## src/rtl/cellrv32_bus_initiator_pkg.sv

```systemverilog
// Shared types for the peripheral-bus initiator: request record, op codes, FSM states, RMW ALU.
// Optional read-modify-write support is enabled by defining CELLRV32_BUS_INIT_RMW_EN.
package cellrv32_package;

    typedef enum logic [1:0] {
        OP_PLAIN = 2'b00,
        OP_SET   = 2'b01,
        OP_CLR   = 2'b10,
        OP_TGL   = 2'b11
    } bus_init_op_t;

`ifdef CELLRV32_BUS_INIT_RMW_EN
    typedef enum logic [2:0] {
        ST_IDLE   = 3'd0,
        ST_ACCESS = 3'd1,
        ST_WAIT   = 3'd2,
        ST_RESP   = 3'd3,
        ST_MODIFY = 3'd4
    } bus_init_state_t;
`else
    typedef enum logic [1:0] {
        ST_IDLE   = 2'd0,
        ST_ACCESS = 2'd1,
        ST_WAIT   = 2'd2,
        ST_RESP   = 2'd3
    } bus_init_state_t;
`endif

    typedef struct packed {
        logic         we;
        bus_init_op_t op;
        logic [31:0]  addr;
        logic [31:0]  wdata;
    } bus_init_req_t;

    localparam int unsigned BUS_INIT_CNT_W = 8;

    function automatic logic [31:0] bus_init_modify(input bus_init_op_t op,
                                                    input logic [31:0] old_val,
                                                    input logic [31:0] mask);
        logic [31:0] new_val;
        case (op)
            OP_SET:  new_val = old_val | mask;
            OP_CLR:  new_val = old_val & ~mask;
            OP_TGL:  new_val = old_val ^ mask;
            default: new_val = old_val;
        endcase
        return new_val;
    endfunction

endpackage

```

## src/rtl/cellrv32_bus_initiator.sv

```systemverilog
// Single-outstanding strobe/ack initiator with bounded ack timeout and valid/ready client ports.
// Define CELLRV32_BUS_INIT_RMW_EN to add atomic bit-set/clear/toggle read-modify-write.
module cellrv32_bus_initiator
    import cellrv32_package::*;
#(
    parameter int unsigned TMO_CYCLES = 16
) (
    input  logic        clk_i,
    input  logic        rst_i,
    input  logic        req_valid_i,
    output logic        req_ready_o,
    input  logic        req_we_i,
    input  logic [1:0]  req_op_i,
    input  logic [31:0] req_addr_i,
    input  logic [31:0] req_wdata_i,
    output logic        rsp_valid_o,
    input  logic        rsp_ready_i,
    output logic [31:0] rsp_rdata_o,
    output logic        rsp_err_o,
    output logic [31:0] bus_addr_o,
    output logic        bus_rden_o,
    output logic        bus_wren_o,
    output logic [31:0] bus_data_o,
    input  logic [31:0] bus_data_i,
    input  logic        bus_ack_i
);

    localparam logic [BUS_INIT_CNT_W-1:0] TMO_LAST = BUS_INIT_CNT_W'(TMO_CYCLES - 1);

    bus_init_state_t           state_r;
    bus_init_req_t             req_r;
    logic [BUS_INIT_CNT_W-1:0] cnt_r;
    logic [31:0]               old_r;
    logic                      wr_phase_r;
    logic                      req_ready_r;
    logic                      rsp_valid_r;
    logic                      rsp_err_r;
    logic [31:0]               rsp_rdata_r;
    logic                      bus_rden_r;
    logic                      bus_wren_r;
    logic [31:0]               bus_data_r;

    bus_init_req_t             req_s;
    logic                      rmw_s;
    logic                      rmw_req_s;
    logic                      rd_first_s;
    logic [31:0]               rsp_ok_data_s;
    logic [31:0]               rsp_tmo_data_s;
    logic                      unused_s;

`ifdef CELLRV32_BUS_INIT_RMW_EN
    assign req_s     = '{we: req_we_i, op: bus_init_op_t'(req_op_i),
                         addr: {req_addr_i[31:2], 2'b00}, wdata: req_wdata_i};
    assign rmw_s     = req_r.we & (req_r.op != OP_PLAIN);
    assign rmw_req_s = req_we_i & (req_op_i != 2'b00);
    assign unused_s  = ^req_addr_i[1:0];
`else
    assign req_s     = '{we: req_we_i, op: OP_PLAIN,
                         addr: {req_addr_i[31:2], 2'b00}, wdata: req_wdata_i};
    assign rmw_s     = 1'b0;
    assign rmw_req_s = 1'b0;
    assign unused_s  = ^{req_addr_i[1:0], req_op_i, req_r.op};
`endif

    // An RMW always starts with a read strobe; its write strobe follows from MODIFY.
    assign rd_first_s     = ~req_we_i | rmw_req_s;
    assign rsp_ok_data_s  = rmw_s ? old_r : (req_r.we ? 32'h0000_0000 : bus_data_i);
    assign rsp_tmo_data_s = (rmw_s & wr_phase_r) ? old_r : 32'h0000_0000;

    // Transfer FSM: owns every output register and the ack timeout counter.
    always_ff @(posedge clk_i or posedge rst_i) begin
        if (rst_i) begin
            state_r     <= ST_IDLE;
            req_r       <= '0;
            cnt_r       <= '0;
            old_r       <= 32'h0000_0000;
            wr_phase_r  <= 1'b0;
            req_ready_r <= 1'b1;
            rsp_valid_r <= 1'b0;
            rsp_err_r   <= 1'b0;
            rsp_rdata_r <= 32'h0000_0000;
            bus_rden_r  <= 1'b0;
            bus_wren_r  <= 1'b0;
            bus_data_r  <= 32'h0000_0000;
        end else begin
            case (state_r)
                ST_IDLE: begin
                    if (req_valid_i) begin
                        req_r       <= req_s;
                        cnt_r       <= '0;
                        wr_phase_r  <= ~rd_first_s;
                        bus_rden_r  <= rd_first_s;
                        bus_wren_r  <= ~rd_first_s;
                        bus_data_r  <= rd_first_s ? 32'h0000_0000 : req_wdata_i;
                        req_ready_r <= 1'b0;
                        state_r     <= ST_ACCESS;
                    end else begin
                        req_ready_r <= 1'b1;
                    end
                end

                // ACCESS shares the ack path so a same-cycle ack is not lost.
                ST_ACCESS, ST_WAIT: begin
                    bus_rden_r <= 1'b0;
                    bus_wren_r <= 1'b0;
                    bus_data_r <= 32'h0000_0000;
                    if (bus_ack_i) begin
                        cnt_r <= '0;
                        if (rmw_s && !wr_phase_r) begin
                            old_r <= bus_data_i;
`ifdef CELLRV32_BUS_INIT_RMW_EN
                            state_r <= ST_MODIFY;
`else
                            state_r <= ST_IDLE;
`endif
                        end else begin
                            rsp_valid_r <= 1'b1;
                            rsp_err_r   <= 1'b0;
                            rsp_rdata_r <= rsp_ok_data_s;
                            state_r     <= ST_RESP;
                        end
                    end else if (state_r == ST_ACCESS) begin
                        cnt_r   <= '0;
                        state_r <= ST_WAIT;
                    end else if (cnt_r == TMO_LAST) begin
                        rsp_valid_r <= 1'b1;
                        rsp_err_r   <= 1'b1;
                        rsp_rdata_r <= rsp_tmo_data_s;
                        state_r     <= ST_RESP;
                    end else begin
                        cnt_r <= cnt_r + 8'd1;
                    end
                end

`ifdef CELLRV32_BUS_INIT_RMW_EN
                ST_MODIFY: begin
                    bus_wren_r <= 1'b1;
                    bus_data_r <= bus_init_modify(req_r.op, old_r, req_r.wdata);
                    wr_phase_r <= 1'b1;
                    state_r    <= ST_ACCESS;
                end
`endif

                ST_RESP: begin
                    if (rsp_ready_i) begin
                        rsp_valid_r <= 1'b0;
                        req_ready_r <= 1'b1;
                        state_r     <= ST_IDLE;
                    end else begin
                        rsp_valid_r <= 1'b1;
                    end
                end

                default: begin
                    bus_rden_r  <= 1'b0;
                    bus_wren_r  <= 1'b0;
                    rsp_valid_r <= 1'b0;
                    req_ready_r <= 1'b1;
                    state_r     <= ST_IDLE;
                end
            endcase
        end
    end

    assign req_ready_o = req_ready_r;
    assign rsp_valid_o = rsp_valid_r;
    assign rsp_rdata_o = rsp_rdata_r;
    assign rsp_err_o   = rsp_err_r;
    assign bus_addr_o  = req_r.addr;
    assign bus_rden_o  = bus_rden_r;
    assign bus_wren_o  = bus_wren_r;
    assign bus_data_o  = bus_data_r;

endmodule

```

## config.mk

```make
export PLATFORM = sky130hd
export DESIGN_NAME = cellrv32_bus_initiator
export DESIGN_NICKNAME = d
export VERILOG_FILES = /design/src/rtl/cellrv32_bus_initiator_pkg.sv /design/src/rtl/cellrv32_bus_initiator.sv
export SDC_FILE = /design/constraint.sdc
export NUM_CORES = 1
export LEC_CHECK = 0
export ABC_CLOCK_PERIOD_IN_PS = 6250
export BUFFER_PORTS_ARGS = -buffer_cell sky130_fd_sc_hd__buf_2
export CAP_MARGIN = 30
export CELL_PAD_IN_SITES_DETAIL_PLACEMENT = 1
export CELL_PAD_IN_SITES_GLOBAL_PLACEMENT = 1
export CORE_AREA = 2 2 94 132
export DETAILED_ROUTE_END_ITERATION = 7
export DIE_AREA = 0 0 96 134
export GPL_TIMING_DRIVEN = 0
export PLACE_DENSITY = 0.81
export RECOVER_POWER = 25
export SETUP_SLACK_MARGIN = 0.1
export SYNTH_ARGS = -nofsm -noshare
export SYNTH_HDL_FRONTEND = slang
export SYNTH_SLANG_ARGS = --single-unit
export TNS_END_PERCENT = 100
```

## constraint.sdc

```tcl
create_clock -name clk_i -period 6.25 [get_ports clk_i]
set_input_delay 1.25 -clock clk_i [delete_from_list [all_inputs] [get_ports clk_i]]
set_output_delay 1.25 -clock clk_i [all_outputs]
set_load 0.05 [all_outputs]
```

==> results of run 1 <==
==> metal layers <==
metal  global-route usage  vias to the layer above  share of wire
li1                     -                     1601              -
met1                0.217                     1737           0.36
met2                0.353                      123           0.57
met3               0.0427                       18          0.052
met4               0.0675                        0          0.019
met5                    0                        -              0
==> per-stage QoR <==
stage / instances / total power, mW / instance area [um2] / hold slack [ns]
floorplan: 334 / 2.96 / 4490 / 0.480
global placement: 679 / 3.41 / 5670 / 0.456
detailed placement: 680 / 3.49 / 5700 / 0.478
CTS: 696 / 4.17 / 6050 / 0.503
global route: 696 / 4.35 / 6030 / 0.512
finish: 696 / 4.11 / 6030 / 0.490
==> logic make-up (layout without fill, tap and decap cells) <==
| family | after synthesis | after routing | share of synthesized area |
|---|---|---|---|
| adder cells (fa/ha/maj) | 4 | 4 | 0.0112 |
| buffers and inverters | 57 | 272 | 0.0792 |
| other | 1 | 2 | 0.000836 |
| multiplexers | 34 | 34 | 0.0850 |
| AND/OR/NAND/NOR | 32 | 32 | 0.0413 |
| flip-flops | 110 | 110 | 0.614 |
| AO/OA/AOI/OAI | 95 | 95 | 0.169 |
==> layout make-up <==
type                       count  area share
clock inverter                 5      0.0176
multi-input combinational    167       0.227
sequential                   110       0.457
clock buffer                  11      0.0402
buffer                        50      0.0546
timing repair buffer         199       0.169
inverter                       7     0.00456
tap                          147      0.0305
==> power by group through the flow <==
stage / registers, mW / logic [mW] / clock network (mW)
3_3_place_gp: 1.18 / 2.23 / 0
3_5_place_dp: 1.19 / 2.30 / 0
6_report: 1.19 / 2.26 / 0.658
2_1_floorplan: 1.83 / 1.12 / 0
4_1_cts: 1.19 / 2.30 / 0.676
5_1_grt: 1.23 / 2.41 / 0.709
==> state kept, by name, indices dropped and copies added, names as in the netlist <==
register     flops
state_r          2
req_ready_o      1
bus_addr_o      30
bus_wren_o       1
rsp_err_o        1
cnt_r            8
bus_data_o      32
rsp_rdata_o     32
bus_rden_o       1
req_r            1
rsp_valid_o      1
==> cells in the final DEF (no fill, tap or decap), types with 2 or more instances in the layout <==
master,count
nor2_1,6
and3_1,2
conb_1,2
o31ai_1,3
bufinv_16,3
dfrtp_1,109
a21oi_1,5
a31oi_1,2
a22o_1,66
clkbuf_1,7
clkbuf_16,9
o21ai_0,12
ha_1,4
buf_2,205
buf_4,33
buf_1,3
nand3_1,5
nand2_1,9
mux2_2,33
inv_1,6
==> final timing paths <==
| check | start | endpoint | slack [ns] |
|---|---|---|---|
| min in group asynchronous | rst_i | rsp_rdata_o[3] | 1.73 |
| worst min register to register | bus_wren_o | bus_wren_o | 0.49 |
| worst max register to register | state_r[0] | cnt_r[3] | 3.99 |
| worst min-delay path | bus_wren_o | bus_wren_o | 0.49 |
| max in group clk_i | bus_ack_i | cnt_r[3] | 3.64 |
| worst max-delay path | rst_i | bus_data_o[0] | 3.23 |
==> out/results.ini, run 1 <==
[synth]
synth_ff_type = dfrtp_1
ys_types = 38
synth_area_leaders = dfrtp_1 61%, a22o_1 13%, mux2_2 8.3%
yosysTopAreaCell = dfrtp_1
yosys.area.top_type_share = 0.608
yosysSeqAreaShare = 0.614
ys_async_sr_fraction = 1.00
ys_ff_latch = 110
yosys_warnings = 0
yosysMostFrequentCell = dfrtp_1
synth_edf_count = 0
synth_common_cells = 109 x dfrtp_1, 66 x a22o_1, 33 x buf_4, 33 x mux2_2, 12 x o21ai_0
synth.avg_cell_area_um2 = 13.5
synth_cells = 333
syn-cell-area_mm2 = 0.00449

[clocking]
insertion_delay_ns = 0.34
clock_path_buffers = 2
numCtsBuffers = 9
cts_tree = built
cts_setup_buffers = 0
ctsRootBufferMaster = clkbuf_16
cts_resized = 0
htree_levels = 3
cts.sink_count = 110
hold_buffers = 0
path_clk_slew_ns = 0.06

[pwr]
share_comb_of_total_power = 0.551
power_frac_clock = 0.160
ir_drop_mv = 0.307
p_seq_frac = 0.289
p_leak_nw = 3.23
p_sw_mw = 2.00
powerDensity_mw_per_mm2 = 682
internal-power_mw = 2.12
sw_frac_of_total = 0.485

[worst_setup_path]
crit_type = in -> async
slowest_stage = clkinvlp_2
crit_chain = buf_2, clkinvlp_2
crit_buf_inv = 2
cp.depth = 2
crit_path_end_kind = asynchronous set/reset pin
worstPathRequired_ns = 6.23
max_stage_delay_ns = 1.63
path_max_fanout = 67
r2r_cells = 6
start_kind = primary input
critPathArrivalTime_ns = 3.00
critPathTopFamily = buffers and inverters

[die]
floorplan.initialDensity = 0.384
dieArea_mm2 = 0.0129
top_level_ports = 205
fp.dieW_um = 96
rows = 47
die_h_um = 134
core_mm2 = 0.0117

[place]
post-place-ws_ns = 3.60
dpl.hpwl_um = 9030
gp_congestion = 0.774
io_buffers = 198

[final_layout]
final-seq-area_mm2 = 0.00275
synthToLayoutAreaGrowth_pct = 34.4
multi_input_area_mm2 = 0.00137
utilization = 0.515
nets = 652
layout-drive-gt1-share = 0.537
diodes = 0
n_fill_cell = 1303

[routing]
ant_nets = 0
dr.pass1.iters = 4
routedWlPerCell_um = 17.1
via_count = 3479
vias_per_cell = 5.00
drt_wl_total_um = 11900
drt_iter0_markers = 102
drc = 0

[sta]
hold_viol = 0
maxSlewViolCount = 67
timing.fmax_mhz = 331
slew_headroom = -0.929
timing.final.crit_share = 0.483
fin_ws_ns = 3.23
setup_viol = 0
tightest_slew_ns = 2.88
rsz0062_at_grt = false
fin_setup_tns_ns = 0
post-route-min-period_ns = 3.02
fin_skew_ns = 0.0118

[global_routing]
grt_max_degree = 68
grt_pass1_wl_um = 19300
antenna_found_initial = 0
grt_pass1_vias = 3843
grt_overflow_total = 0
track_usage = 0.194

[run_status]
status = complete, but fails checks
violations = capacitance limit, slew limit

[job]
drv_cap = 1

[hold_path]
hold_class = reg -> reg
holdPathStages = 1

Note: power is estimated with default switching activity, not from simulation.
==> run 2: changes to the inputs <==
--- a/config.mk
+++ b/config.mk
@@ -5,16 +5,16 @@
 export SDC_FILE = /design/constraint.sdc
 export NUM_CORES = 1
 export LEC_CHECK = 0
-export ABC_CLOCK_PERIOD_IN_PS = 6250
+export ABC_CLOCK_PERIOD_IN_PS = 3000
 export BUFFER_PORTS_ARGS = -buffer_cell sky130_fd_sc_hd__buf_2
 export CAP_MARGIN = 30
 export CELL_PAD_IN_SITES_DETAIL_PLACEMENT = 1
 export CELL_PAD_IN_SITES_GLOBAL_PLACEMENT = 1
-export CORE_AREA = 2 2 94 132
+export CORE_AREA = 2 2 98 138
 export DETAILED_ROUTE_END_ITERATION = 7
-export DIE_AREA = 0 0 96 134
+export DIE_AREA = 0 0 100 140
 export GPL_TIMING_DRIVEN = 0
-export PLACE_DENSITY = 0.81
+export PLACE_DENSITY = 0.75
 export RECOVER_POWER = 25
 export SETUP_SLACK_MARGIN = 0.1
 export SYNTH_ARGS = -nofsm -noshare
==> constraint.sdc (replaced) <==
create_clock -name clk_i -period 3 [get_ports clk_i]
set_input_delay 0.6 -clock clk_i [delete_from_list [all_inputs] [get_ports clk_i]]
set_output_delay 0.6 -clock clk_i [all_outputs]
set_load 0.05 [all_outputs]
==> out/results.ini, run 2 (synthesized netlist as in run 1, its figures left out) <==
[run_status]
status = complete, but fails checks
violations = capacitance limit, slew limit

[final_layout]
synthToLayoutAreaGrowth_pct = 33.6
nets = 653
final_cell_mix = 205 x buf_2, 109 x dfrtp_1, 66 x a22o_1
final_cells = 702
layout_commonest_cell = buf_2
diodes = 0
layout-drive-gt1-share = 0.541
finish.instance_area_mm2 = 0.00599

[pwr]
ir_drop_mv = 0.660
p_leak_nw = 3.22
power_mw = 8.34
powerDensity_mw_per_mm2 = 1390

[clocking]
insertion_delay_ns = 0.35
cts_tree = built
numCtsBuffers = 9
cts_resized = 0
cts.sink_count = 110
cts_setup_buffers = 0
ctsRootBufferMaster = clkbuf_16
hold_buffers = 0
clock_path_buffers = 2
htree_levels = 3
path_clk_slew_ns = 0.08

[die]
core_mm2 = 0.0128
die_h_um = 140
dieArea_mm2 = 0.0140
floorplan.initialDensity = 0.352
fp.dieW_um = 100
top_level_ports = 205
rows = 49

[global_routing]
track_usage = 0.174
grt_max_degree = 39
grt_overflow_total = 0
grt_pass1_wl_um = 19400
grt_pass1_vias = 3808
antenna_found_initial = 0

[worst_setup_path]
crit_buf_inv = 3
ff2ff_setup_slack_ns = 0.99
crit_chain = inv_1, ha_1, buf_4, nand2_1, nor2_1, clkbuf_1, a22o_1
path_max_fanout = 10
critPathTopFamily = buffers and inverters
timing.rr.end = rsp_rdata_o[13]
slowest_stage = clkbuf_1
max_stage_delay_ns = 0.42
r2r_cells = 7
worstPathRequired_ns = 3.29
crit_path_end_kind = flip-flop
start_kind = flip-flop
crit_type = reg -> reg
r2r-start = state_r[0]
critPathArrivalTime_ns = 2.30

[place]
place_area_mm2 = 0.00572
dpl.hpwl_um = 9160
gp_congestion = 0.745
io_buffers = 198
placed_cells = 687

[sta]
hold_viol = 0
post-route-min-period_ns = 2.01
tightest_slew_ns = 1.69
fin_setup_tns_ns = 0
slew_headroom = -0.132
setup_viol = 0
timing.fmax_mhz = 498
rsz0062_at_grt = false
timing.final.crit_share = 0.669
fin_skew_ns = 0.0117
maxSlewViolCount = 38

[routing]
ant_nets = 0
drt_wl_total_um = 11700
via_count = 3488
routedWlPerCell_um = 16.7
drc = 0
drt_iter0_markers = 91
vias_per_cell = 4.97
dr.pass1.iters = 4

[hold_path]
holdCritStartpoint = req_wdata_i[16]
hold_end = bus_data_o[16]
holdPathStages = 2
hold_class = in -> reg

[job]
drv_cap = 1

-- run 2: cell count changes in the layout (fill, tap and decap cells not counted) --
cell,previous run,this run
bufinv_16,3,0
buf_12,0,2
clkinv_4,1,3
inv_6,0,2
buf_16,1,0
clkbuf_1,7,6
clkbuf_8,1,0
clkinvlp_4,1,0
inv_8,0,1
nor3b_1,1,0
nor3b_4,0,1
-- run 2: worst max-delay path by stage --
stage / start / end / slack (ns) / cells past startpoint
after global placement: rst_i / bus_data_o[14] / 0.37 / 2
after CTS: state_r[0] / rsp_rdata_o[13] / 0.94 / 7
after floorplan: rst_i / bus_addr_o[10] / 1.07 / 1
after detailed placement: state_r[0] / rsp_rdata_o[14] / 0.97 / 7
final: state_r[0] / rsp_rdata_o[13] / 0.99 / 7
after global routing: state_r[0] / rsp_rdata_o[30] / 0.78 / 7
-- run 2: layout make-up --
| type | count | area (um2) |
|---|---|---|
| Buffer | 50 | 329 |
| Clock buffer | 9 | 225 |
| Clock inverter | 6 | 55.1 |
| Fill cell | 1440 | 6760 |
| Inverter | 7 | 27.5 |
| Multi-Input combinational cell | 167 | 1380 |
| Sequential cell | 110 | 2750 |
| Tap cell | 153 | 191 |
| Timing Repair Buffer | 200 | 1030 |
-- run 2: per-stage QoR --
step | setup WS (ns) | hold slack (ns) | util
floorplan | 1.07 | 0.480 | -
global placement | 0.374 | 0.455 | 0.445
detailed placement | 0.970 | 0.479 | 0.448
CTS | 0.944 | 0.435 | 0.470
global route | 0.783 | 0.458 | 0.470
finish | 0.993 | 0.465 | 0.470
-- run 2: worst register-to-register path, stage by stage (launching register included) --
cell      delay [ns]
dfrtp_1         0.40
inv_1           0.07
ha_1            0.30
buf_4           0.16
nand2_1         0.06
nor2_1          0.32
clkbuf_1        0.42
a22o_1          0.23
-- run 2: metal layers --
| metal | GRT usage | vias up | share of wire |
|---|---|---|---|
| met5 | 0 | - | 0 |
| met4 | 0.0562 | 0 | 0.021 |
| met3 | 0.0414 | 21 | 0.051 |
| met2 | 0.323 | 115 | 0.55 |
| met1 | 0.193 | 1740 | 0.37 |
| li1 | - | 1612 | - |
-- run 2: power by group --
group / total [mW] / internal [mW] / switching (mW) / leakage, nW
sequential: 2.47 / 2.13 / 0.345 / 1.41
combinational: 4.73 / 1.45 / 3.28 / 1.67
clock: 1.14 / 0.576 / 0.568 / 0.138
==> run 3: changes to the inputs <==
--- a/config.mk
+++ b/config.mk
@@ -5,7 +5,7 @@
 export SDC_FILE = /design/constraint.sdc
 export NUM_CORES = 1
 export LEC_CHECK = 0
-export ABC_CLOCK_PERIOD_IN_PS = 3000
+export ABC_CLOCK_PERIOD_IN_PS = 1900
 export BUFFER_PORTS_ARGS = -buffer_cell sky130_fd_sc_hd__buf_2
 export CAP_MARGIN = 30
 export CELL_PAD_IN_SITES_DETAIL_PLACEMENT = 1
==> constraint.sdc (replaced) <==
create_clock -name clk_i -period 1.9 [get_ports clk_i]
set_input_delay 0.38 -clock clk_i [delete_from_list [all_inputs] [get_ports clk_i]]
set_output_delay 0.38 -clock clk_i [all_outputs]
set_load 0.05 [all_outputs]
==> out/results.ini, run 3 (synthesized netlist as in run 1, its figures left out) <==
[sta]
rsz0062_at_grt = true
holdWs_ns = 0.180
setup_viol = 0
tightest_slew_ns = 0.829
fin_skew_ns = 0.0111
timing.final.crit_share = 0.922
post-route-min-period_ns = 1.75
timing.fmax_mhz = 571
slew_headroom = 0.446
maxSlewViolCount = 0
hold_viol = 0

[clocking]
path_clk_slew_ns = 0.08
insertion_delay_ns = 0.35
ctsRootBufferMaster = clkbuf_16
cts.sink_count = 110
cts_tree = built
numCtsBuffers = 9
clock_path_buffers = 2
htree_levels = 3

[routing]
drt_wl_total_um = 11900
drt_iter0_markers = 75
via_count = 3482
dr.pass1.iters = 4
vias_per_cell = 4.93
drc = 0
ant_nets = 0
routedWlPerCell_um = 16.9

[worst_setup_path]
path_max_fanout = 10
start_kind = flip-flop
critPathArrivalTime_ns = 1.98
crit_path_end_kind = flip-flop
crit_type = reg -> reg
ff2ff_setup_slack_ns = 0.15
worstPathRequired_ns = 2.13

[final_layout]
final-seq-area_mm2 = 0.00275
layout-drive-gt1-share = 0.577
diodes = 0
final_cell_mix = 200 x buf_2, 109 x dfrtp_1, 66 x a22o_1
final_cells = 706
synthToLayoutAreaGrowth_pct = 35.9
multi_input_area_mm2 = 0.00143
layout_commonest_cell = buf_2
nets = 657
n_fill_cell = 1432

[pwr]
powerDensity_mw_per_mm2 = 2220
power_mw = 13.5
ir_drop_mv = 1.06
p_leak_nw = 3.26

[place]
placed_cells = 687
dpl.hpwl_um = 9160
io_buffers = 198
gp_congestion = 0.745

[die]
fp.dieW_um = 100
die_h_um = 140
rows = 49
dieArea_mm2 = 0.0140
top_level_ports = 205
floorplan.initialDensity = 0.352
core_mm2 = 0.0128

[global_routing]
grt_pass1_wl_um = 19500
grt_overflow_total = 0
track_usage = 0.175
grt_pass1_vias = 3855
grt_max_degree = 39
antenna_found_initial = 0

[run_status]
status = completed

[hold_path]
hold_class = in -> async

[job]
drv_cap = 0

## run 3: changes by cell type in the layout (fill, tap and decap cells not counted), sizes merged
cell	change
buf	+3
clkbuf	+1
## run 3: final timing paths
| kind | start | end | cells past startpoint |
|---|---|---|---|
| min reg2reg | bus_wren_o | bus_wren_o | 1 |
| max | state_r[0] | bus_data_o[2] | 8 |
| max reg2reg | state_r[0] | bus_data_o[2] | 8 |
| min | rst_i | rsp_rdata_o[14] | 2 |
| max in group asynchronous | rst_i | bus_data_o[31] | 4 |
| min in group clk_i | req_wdata_i[14] | bus_data_o[14] | 2 |
## run 3: final cells by class
class	instances	share of cell area
buffer	50	0.0609
clock buffer	9	0.0369
clock inverter	6	0.00902
inverter	7	0.00492
multi-input combinational	167	0.234
sequential	110	0.451
tap	153	0.0314
timing repair buffer	204	0.172
## run 3: metrics by stage
| step | cell area (um2) | setup slack [ns] | TNS (ns) | utilization |
|---|---|---|---|---|
| 2_1_floorplan | 4500 | 0.184 | 0 | - |
| 3_3_place_gp | 5680 | -0.506 | -55.19 | 0.445 |
| 3_5_place_dp | 5720 | -0.130 | -4.76 | 0.448 |
| 4_1_cts | 6080 | 0.0316 | 0 | 0.477 |
| 5_1_grt | 6100 | 0.0591 | 0 | 0.478 |
| 6_report | 6100 | 0.148 | 0 | 0.478 |
## run 3: repair_timing
action / 4_1_cts / 5_1_grt
pin swaps: 0 / 1
buffers inserted: 3 / 1
hold buffers: 0 / 0
gates resized for setup: 26 / 12
setup endpoints to repair: 95 / 66
## run 3: critical path, stage by stage, from the launching register on
cell      delay [ns]
dfrtp_1         0.43
inv_2           0.10
ha_4            0.15
nand2b_2        0.10
and2_4          0.20
and3_1          0.18
buf_4           0.16
buf_6           0.14
a22o_1          0.18
## run 3: power breakdown
part	leakage, nW	switching [mW]	internal [mW]
registers	1.41	0.553	3.36
logic	1.71	5.27	2.53
clock network	0.138	0.902	0.909
## run 3: routing by layer
layer | global-route usage | vias to the layer above | share of wire
met3 | 0.0404 | 15 | 0.050
li1 | - | 1617 | -
met5 | 0 | - | 0
met1 | 0.193 | 1731 | 0.37
met4 | 0.0541 | 0 | 0.015
met2 | 0.329 | 119 | 0.57
